<file path="src/rtl/vga_timing_pkg.sv">
// vga_timing_pkg: default 640x480 @ 60 Hz timing constants shared by the VGA timing slice.
package vga_timing_pkg;

   localparam int unsigned COORD_W     = 10;
   localparam int unsigned FRAME_CNT_W = 8;

   localparam int unsigned H_VISIBLE_DEF = 640;
   localparam int unsigned H_FRONT_DEF   = 16;
   localparam int unsigned H_SYNC_DEF    = 96;
   localparam int unsigned H_BACK_DEF    = 48;

   localparam int unsigned V_VISIBLE_DEF = 480;
   localparam int unsigned V_FRONT_DEF   = 10;
   localparam int unsigned V_SYNC_DEF    = 2;
   localparam int unsigned V_BACK_DEF    = 33;

   // Sync pulses are active low, so the idle level of a sync line is 1
   localparam logic SYNC_IDLE = 1'b1;

   // Length of a line or frame from its four timing segments
   function automatic int unsigned seg_total(input int unsigned visible, input int unsigned front,
                                             input int unsigned sync, input int unsigned back);
      return visible + front + sync + back;
   endfunction

   localparam int unsigned H_TOTAL_DEF = seg_total(H_VISIBLE_DEF, H_FRONT_DEF, H_SYNC_DEF, H_BACK_DEF);
   localparam int unsigned V_TOTAL_DEF = seg_total(V_VISIBLE_DEF, V_FRONT_DEF, V_SYNC_DEF, V_BACK_DEF);

endpackage

</file>
<file path="src/rtl/vga_timing_gen_if.sv">
// vga_timing_gen_if: pixel coordinates, syncs and strobes handed to the renderers.
interface vga_timing_gen_if;
   import vga_timing_pkg::*;

   logic [COORD_W-1:0]     DrawX;
   logic [COORD_W-1:0]     DrawY;
   logic                   blank;
   logic                   hs;
   logic                   vs;
   logic                   line_start;
   logic                   frame_start;
   logic [FRAME_CNT_W-1:0] frame_cnt;

   modport master (
      output DrawX, DrawY, blank, hs, vs, line_start, frame_start, frame_cnt
   );

   modport slave (
      input DrawX, DrawY, blank, hs, vs, line_start, frame_start, frame_cnt
   );

endinterface

</file>
<file path="src/rtl/sync_delay_line.sv">
// sync_delay_line: fixed-depth shift register that holds the monitor syncs back so they
// line up with the renderers' registered colour outputs. Depth 0 is a plain wire.
module sync_delay_line #(
   parameter int               WIDTH     = 2,
   parameter int               DEPTH     = 1,
   parameter logic [WIDTH-1:0] RESET_VAL = '1
) (
   input  logic             clk_i,
   input  logic             rst_n_i,
   input  logic [WIDTH-1:0] d_i,
   output logic [WIDTH-1:0] q_o
);

   generate
      if (DEPTH == 0) begin : g_pass
         // Clock and reset have nothing to drive when the line has no stages
         logic unused_clk_rst;
         assign unused_clk_rst = clk_i ^ rst_n_i;
         assign q_o = d_i;
      end else begin : g_pipe
         logic [WIDTH-1:0] stage_q [DEPTH];

         // Shift one stage per clock; every stage restarts at the idle level
         always_ff @(posedge clk_i or negedge rst_n_i) begin
            if (!rst_n_i) begin
               for (int i = 0; i < DEPTH; i++) stage_q[i] <= RESET_VAL;
            end else begin
               stage_q[0] <= d_i;
               for (int i = 1; i < DEPTH; i++) stage_q[i] <= stage_q[i-1];
            end
         end

         assign q_o = stage_q[DEPTH-1];
      end
   endgenerate

endmodule

</file>
<file path="src/rtl/vga_timing_gen.sv">
// vga_timing_gen: free-running 640x480 @ 60 Hz pixel timing. Counters hc/vc are decoded
// into registered coordinates, blank and strobes; syncs get PIPE_DLY extra stages.
module vga_timing_gen
   import vga_timing_pkg::*;
#(
   parameter int unsigned H_VISIBLE = H_VISIBLE_DEF,
   parameter int unsigned H_FRONT   = H_FRONT_DEF,
   parameter int unsigned H_SYNC    = H_SYNC_DEF,
   parameter int unsigned H_BACK    = H_BACK_DEF,
   parameter int unsigned V_VISIBLE = V_VISIBLE_DEF,
   parameter int unsigned V_FRONT   = V_FRONT_DEF,
   parameter int unsigned V_SYNC    = V_SYNC_DEF,
   parameter int unsigned V_BACK    = V_BACK_DEF,
   parameter int unsigned PIPE_DLY  = 1
) (
   input  logic             vga_clk,
   input  logic             reset_n,
   vga_timing_gen_if.master vga
);

   localparam int unsigned H_TOTAL = seg_total(H_VISIBLE, H_FRONT, H_SYNC, H_BACK);
   localparam int unsigned V_TOTAL = seg_total(V_VISIBLE, V_FRONT, V_SYNC, V_BACK);

   localparam logic [COORD_W-1:0] H_LAST    = COORD_W'(H_TOTAL - 1);
   localparam logic [COORD_W-1:0] V_LAST    = COORD_W'(V_TOTAL - 1);
   localparam logic [COORD_W-1:0] H_VIS_END = COORD_W'(H_VISIBLE);
   localparam logic [COORD_W-1:0] V_VIS_END = COORD_W'(V_VISIBLE);
   localparam logic [COORD_W-1:0] HS_START  = COORD_W'(H_VISIBLE + H_FRONT);
   localparam logic [COORD_W-1:0] HS_END    = COORD_W'(H_VISIBLE + H_FRONT + H_SYNC);
   localparam logic [COORD_W-1:0] VS_START  = COORD_W'(V_VISIBLE + V_FRONT);
   localparam logic [COORD_W-1:0] VS_END    = COORD_W'(V_VISIBLE + V_FRONT + V_SYNC);

   logic [COORD_W-1:0]     hc_q, hc_d;
   logic [COORD_W-1:0]     vc_q, vc_d;
   logic [COORD_W-1:0]     draw_x_q, draw_y_q;
   logic                   blank_q;
   logic                   hs_raw_q, vs_raw_q;
   logic                   line_start_q, frame_start_q;
   logic                   first_frame_q;
   logic [FRAME_CNT_W-1:0] frame_cnt_q;
   logic                   at_line_start, at_frame_start;
   logic [1:0]             sync_dly;

   assign at_line_start  = (hc_q == '0);
   assign at_frame_start = at_line_start && (vc_q == '0);

   // Next pixel position: hc wraps every line and carries into vc
   always_comb begin
      hc_d = hc_q + COORD_W'(1);
      vc_d = vc_q;
      if (hc_q == H_LAST) begin
         hc_d = '0;
         vc_d = (vc_q == V_LAST) ? '0 : vc_q + COORD_W'(1);
      end
   end

   // Position counters, restarting at the top-left pixel
   always_ff @(posedge vga_clk or negedge reset_n) begin
      if (!reset_n) begin
         hc_q <= '0;
         vc_q <= '0;
      end else begin
         hc_q <= hc_d;
         vc_q <= vc_d;
      end
   end

   // Register coordinates and the decodes of the current counter position
   always_ff @(posedge vga_clk or negedge reset_n) begin
      if (!reset_n) begin
         draw_x_q      <= '0;
         draw_y_q      <= '0;
         blank_q       <= 1'b0;
         hs_raw_q      <= SYNC_IDLE;
         vs_raw_q      <= SYNC_IDLE;
         line_start_q  <= 1'b0;
         frame_start_q <= 1'b0;
      end else begin
         draw_x_q      <= hc_q;
         draw_y_q      <= vc_q;
         blank_q       <= (hc_q < H_VIS_END) && (vc_q < V_VIS_END);
         hs_raw_q      <= ~((hc_q >= HS_START) && (hc_q < HS_END));
         vs_raw_q      <= ~((vc_q >= VS_START) && (vc_q < VS_END));
         line_start_q  <= at_line_start;
         frame_start_q <= at_frame_start;
      end
   end

   // Frame counter: the first frame after reset is frame 0, so its pulse only clears the flag
   always_ff @(posedge vga_clk or negedge reset_n) begin
      if (!reset_n) begin
         frame_cnt_q   <= '0;
         first_frame_q <= 1'b1;
      end else if (at_frame_start) begin
         if (first_frame_q) first_frame_q <= 1'b0;
         else               frame_cnt_q   <= frame_cnt_q + FRAME_CNT_W'(1);
      end
   end

   sync_delay_line #(
      .WIDTH     (2),
      .DEPTH     (int'(PIPE_DLY)),
      .RESET_VAL ({SYNC_IDLE, SYNC_IDLE})
   ) u_sync_dly (
      .clk_i   (vga_clk),
      .rst_n_i (reset_n),
      .d_i     ({hs_raw_q, vs_raw_q}),
      .q_o     (sync_dly)
   );

   assign vga.DrawX       = draw_x_q;
   assign vga.DrawY       = draw_y_q;
   assign vga.blank       = blank_q;
   assign vga.hs          = sync_dly[1];
   assign vga.vs          = sync_dly[0];
   assign vga.line_start  = line_start_q;
   assign vga.frame_start = frame_start_q;
   assign vga.frame_cnt   = frame_cnt_q;

endmodule

</file>
<file path="src/flat_wrapper.sv">
// flat-port wrapper written by rule: the top's interface ports become plain ports
module vga_timing_gen_flat import vga_timing_pkg::*;
#(
   parameter int unsigned H_VISIBLE = H_VISIBLE_DEF,
   parameter int unsigned H_FRONT   = H_FRONT_DEF,
   parameter int unsigned H_SYNC    = H_SYNC_DEF,
   parameter int unsigned H_BACK    = H_BACK_DEF,
   parameter int unsigned V_VISIBLE = V_VISIBLE_DEF,
   parameter int unsigned V_FRONT   = V_FRONT_DEF,
   parameter int unsigned V_SYNC    = V_SYNC_DEF,
   parameter int unsigned V_BACK    = V_BACK_DEF,
   parameter int unsigned PIPE_DLY  = 1
)
  (vga_clk, reset_n, vga_DrawX, vga_DrawY, vga_blank, vga_hs, vga_vs, vga_line_start, vga_frame_start, vga_frame_cnt);
  vga_timing_gen_if vga_i ();
  input  logic vga_clk;
  input  logic reset_n;
  output wire logic [$bits(vga_i.DrawX)-1:0] vga_DrawX;
  output wire logic [$bits(vga_i.DrawY)-1:0] vga_DrawY;
  output wire logic [$bits(vga_i.blank)-1:0] vga_blank;
  output wire logic [$bits(vga_i.hs)-1:0] vga_hs;
  output wire logic [$bits(vga_i.vs)-1:0] vga_vs;
  output wire logic [$bits(vga_i.line_start)-1:0] vga_line_start;
  output wire logic [$bits(vga_i.frame_start)-1:0] vga_frame_start;
  output wire logic [$bits(vga_i.frame_cnt)-1:0] vga_frame_cnt;
  assign vga_DrawX = vga_i.DrawX;
  assign vga_DrawY = vga_i.DrawY;
  assign vga_blank = vga_i.blank;
  assign vga_hs = vga_i.hs;
  assign vga_vs = vga_i.vs;
  assign vga_line_start = vga_i.line_start;
  assign vga_frame_start = vga_i.frame_start;
  assign vga_frame_cnt = vga_i.frame_cnt;
  vga_timing_gen #(.H_VISIBLE(H_VISIBLE), .H_FRONT(H_FRONT), .H_SYNC(H_SYNC), .H_BACK(H_BACK), .V_VISIBLE(V_VISIBLE), .V_FRONT(V_FRONT), .V_SYNC(V_SYNC), .V_BACK(V_BACK), .PIPE_DLY(PIPE_DLY)) u_core (.vga_clk(vga_clk), .reset_n(reset_n), .vga(vga_i));
endmodule
</file>
<file path="config.mk">
export PLATFORM = sky130hd
export DESIGN_NAME = vga_timing_gen_flat
export DESIGN_NICKNAME = d
export VERILOG_FILES = /design/src/rtl/vga_timing_pkg.sv /design/src/rtl/vga_timing_gen_if.sv /design/src/rtl/sync_delay_line.sv /design/src/rtl/vga_timing_gen.sv /design/src/flat_wrapper.sv
export SDC_FILE = /design/constraint.sdc
export NUM_CORES = 1
export LEC_CHECK = 0
export ABC_AREA = 1
export BUFFER_PORTS_ARGS = -buffer_cell sky130_fd_sc_hd__buf_2
export CORE_UTILIZATION = 37
export DETAILED_ROUTE_END_ITERATION = 7
export PLACE_DENSITY = 0.53
export SYNTH_ARGS = -nofsm -noshare
export SYNTH_HDL_FRONTEND = slang
export SYNTH_SLANG_ARGS = --single-unit
export TNS_END_PERCENT = 1
</file>
<file path="constraint.sdc">
create_clock -name vga_clk -period 1.5 [get_ports vga_clk]
set_input_delay 0.075 -clock vga_clk [delete_from_list [all_inputs] [get_ports vga_clk]]
set_output_delay 0.075 -clock vga_clk [all_outputs]
set_load 0.02 [all_outputs]
</file>
==> flow_summary_export.csv <==
group,metric,value,unit
clocking,htreeDepth,2,
setup_path,critPathRequiredTime,1.74,ns
timing,fin_crit_sh,94.0,%
power_and_ir_drop,netSwitchingFraction,20.5,%
placed_design,io_buffer_count,34,
drt,drtAntennaViolNets,0,
setup_path,reg2reg_setup_slack,0.09,ns
yosys,synth_area_per_cell,9.48,sq um
global_routing,grt_pass1_wl,7640,um
yosys,synth_compound_area_share,2.53,%
drt,via_per_inst,4.66,
yosys,synth_nets,263,
setup_path,reg2reg_depth,7,
flow_run,max-cap-violations,0,
timing,clock_skew,0.00685,ns
timing,drv_slew,0,
clocking,clkSinkCount,56,
clocking,cts_setup_buffers,0,
setup_path,crit_type,"reg2reg",
yosys,synth.area.top_cells,"dfrtp_1 53%, nand2_1 9.0%, dfstp_2 5.4%",
setup_path,path_max_fanout,5,
clocking,clk_path_buf_depth,2,
finish,layout.nets,318,
power_and_ir_drop,pwr-share-seq,63.3,%
yosys,synthAdderAreaFrac,2.58,%
power_and_ir_drop,ir_drop,0.304,mV
die,core_area,6350,sq um
drt,dr.pass1.iters,4,
die,rows,29,
yosys,yosysTopAreaCell,"dfrtp_1",
yosys,postSynthCellCount,256,
placed_design,hpwl,3220,um
timing,timing.slew.headroom,79.7,%
global_routing,grt_overflow,0,
yosys,ys_warn_count,0,
timing,max_freq,709,MHz
setup_path,crit_path_end_kind,"register",
placed_design,gp_congestion,0.815,
drt,drcViolationCount,0,
drt,dr_total_vias,1814,
finish,finish.utilization,47.6,%
power_and_ir_drop,p_int,1.90,mW
drt,wl_per_cell,11.9,um
timing,worstMarginPinSlew,0.305,ns
setup_path,r2r_start,"u_core.vc_q[0]$_DFFE_PN0N_",
die,ios,35,
timing,hold_viol_final,0,
setup_path,start_kind,"register",
setup_path,r2r_end,"u_core.vc_q[8]$_DFFE_PN0N_",
finish,diodes,0,
yosys,synth-xor-area-share,3.97,%
die,die_h,83.0,um
die,die_w,83.0,um
setup_path,critPathLaunch,"u_core.vc_q[0]$_DFFE_PN0N_",
timing,final.min_clock_period,1.41,ns
drt,drt-total-wl,4640,um
timing,finalSetupViolations,0,
power_and_ir_drop,pwr-share-clk,35.2,%
timing,rsz0062_at_grt,"yes",
setup_path,critPathMostFrequentCell,"nand2_1",
drt,drt-initial-drc-count,101,
finish,area_growth,24.6,%
power_and_ir_drop,combPwrFrac,1.5,%
setup_path,path_cells,"buf_4 -> ha_1 -> nand3_2 -> nor3_2 -> xor2_1 -> nand2_1 -> nand2_1",
yosys,synth_top_family_by_area,"simple AND/OR/NAND/NOR gates",
power_and_ir_drop,leakage,1.55,nW
yosys,muxShareOfSynthArea,0,%
finish,layout-drive-gt1-share,31.7,%
die,die_area,6890,sq um
yosys,synth-seq-cells,56,
yosys,synthSimpleGateAreaFrac,28.0,%
global_routing,first_global_vias,1636,
clocking,insertion_delay,0.30,ns
yosys,yosysSeqAreaShare,58.0,%
hold_path,min_path_type,"in2async",
run_status,status,"complete, no violations",
clocking,cts_root_buf,"clkbuf_8",
global_routing,grt_max_degree,57,
yosys,ys_types,23,
power_and_ir_drop,p_sw,0.490,mW
power_and_ir_drop,p_per_area,788,nW/um^2
timing,whs,0.297,ns
clocking,tritoncts,"built",
setup_path,cp.arrival,1.65,ns
clocking,clkTransAtPathRegs,0.09,ns
clocking,cts_buffers,5,
global_routing,track_usage,13.9,%
global_routing,antenna_found_initial,0,
die,initial_utilization,38.2,%
yosys,netlist.area_leader.share,52.6,%
setup_path,slowest_delay,0.37,ns
yosys,synth_area,2430,sq um
setup_path,cpMaxStageDelayCell,"dfrtp_1",
## power by group through the flow
stage,Clock [mW],Sequential [mW],Combinational (mW)
after floorplan,0,1.54,0.000000504
after CTS,0.863,1.51,0.0400
final,0.839,1.51,0.0366
after global routing,0.914,1.51,0.0435
after global placement,0,1.54,0.0380
after detailed placement,0,1.54,0.0381
## final cells by class
type | count | area (sq um)
Inverter | 29 | 109
Tap cell | 77 | 96.3
Sequential cell | 56 | 1410
Multi-Input combinational cell | 170 | 1010
Clock buffer | 8 | 90.1
Fill cell | 606 | 3320
Timing Repair Buffer | 49 | 310
## cells in the final DEF, fill, tap and decap left out
cell type / Yosys / layout
xnor2_1: 2 / 2
xor2_1: 9 / 9
o21ai_0: 10 / 10
dfstp_2: 5 / 5
nand3_1: 26 / 21
nand3_2: 1 / 6
a31oi_1: 1 / 1
nand3b_1: 2 / 2
clkbuf_8: 0 / 6
buf_2: 0 / 34
nand2_1: 58 / 56
nand4_4: 0 / 1
dfrtp_1: 51 / 46
inv_1: 28 / 25
dfrtp_2: 0 / 5
nand2_2: 3 / 5
clkbuf_1: 0 / 2
a21oi_1: 1 / 1
nor3_2: 1 / 2
inv_2: 1 / 4
nand4_1: 8 / 8
ha_4: 0 / 2
nor2_4: 6 / 10
nor2_2: 2 / 5
ha_1: 5 / 3
dlygate4sd3_1: 0 / 1
buf_4: 0 / 12
nor3_1: 6 / 5
buf_12: 0 / 2
nor2_1: 28 / 21
## timing repair
action / in CTS / in global routing
hold buffers: 1 / 0
pin swaps: 0 / 7
resized for setup: 2 / 30
endpoints found under the hold margin: 51 / 0
cloned: 0 / 0
setup endpoints to repair: 8 / 20
## per-layer routing
layer | global-route usage, % | wire [um] | vias up | part of all wire [%]
met5 | 0 | 0 | - | 0
met4 | 4.70 | 54 | 0 | 1.2
met3 | 2.49 | 187 | 7 | 4.0
met2 | 22.6 | 2140 | 43 | 46
met1 | 18.9 | 2260 | 839 | 49
li1 | - | - | 925 | -
## how the worst max path moves through the flow
stage | to | slack [ns] | cells after the start
floorplan | u_core.vc_q[9]$_DFFE_PN0N_ | 0.11 | 8
global placement | u_core.vga.frame_cnt[1]$_DFFE_PN0P_ | -0.003 | 9
detailed placement | u_core.vga.frame_cnt[7]$_DFFE_PN0P_ | -0.02 | 9
CTS | u_core.vga.frame_cnt[4]$_DFFE_PN0P_ | 0.02 | 8
global route | u_core.vga.frame_cnt[7]$_DFFE_PN0P_ | -0.02 | 9
finish | u_core.vc_q[8]$_DFFE_PN0N_ | 0.09 | 7
## logic make-up (layout without fill, tap and decap cells)
family	count (synthesis)	after routing
and+or+nand+nor	142	142
DFF	56	56
buffers and inverters	30	86
AOI/OAI and AO/OA	12	12
xor gates and xnor gates	11	11
adders and majority gates	5	5
## sequential cells by signal (all words and copies together), names as in the netlist
signal	count
u_core.vga.frame_start	1
u_core.vga.frame_cnt	8
u_core.hc_q	10
u_core.first_frame_q	1
u_core.vga.blank	1
u_core.u_sync_dly.q_o	2
u_core.vga.line_start	1
u_core.vga.DrawY	10
u_core.vga.DrawX	10
u_core.vc_q	10
u_core.hs_raw_q	1
u_core.vs_raw_q	1
## metrics by stage
stage	area, sq um	instances	setup TNS (ns)	power, mW	setup WS [ns]
2_1_floorplan	2430	256	0	1.54	0.113
3_3_place_gp	2810	380	-0.00252	1.58	-0.00252
3_5_place_dp	2810	380	-0.130	1.58	-0.0218
4_1_cts	2920	389	0	2.41	0.0171
5_1_grt	3030	389	-0.0870	2.47	-0.0236
6_report	3030	389	0	2.38	0.0893
## synth_stat cells, drive strengths merged
| cell | number |
|---|---|
| a21oi | 1 |
| a31oi | 1 |
| buf | 1 |
| dfrtp | 51 |
| dfstp | 5 |
| ha | 5 |
| inv | 29 |
| nand2 | 61 |
| nand3 | 27 |
| nand3b | 2 |
| nand4 | 9 |
| nor2 | 36 |
| nor3 | 7 |
| o21ai | 10 |
| xnor2 | 2 |
| xor2 | 9 |
## critical path: cells and delay by family, from the launching register on
family                   cells  cell delay [ns]
buffers and inverters        1             0.14
XOR/XNOR                     1             0.16
AND/OR/NAND/NOR              4             0.43
flip-flops                   1             0.37
adder cells (fa/ha/maj)      1             0.24
Power figures use the tool's default switching activity.
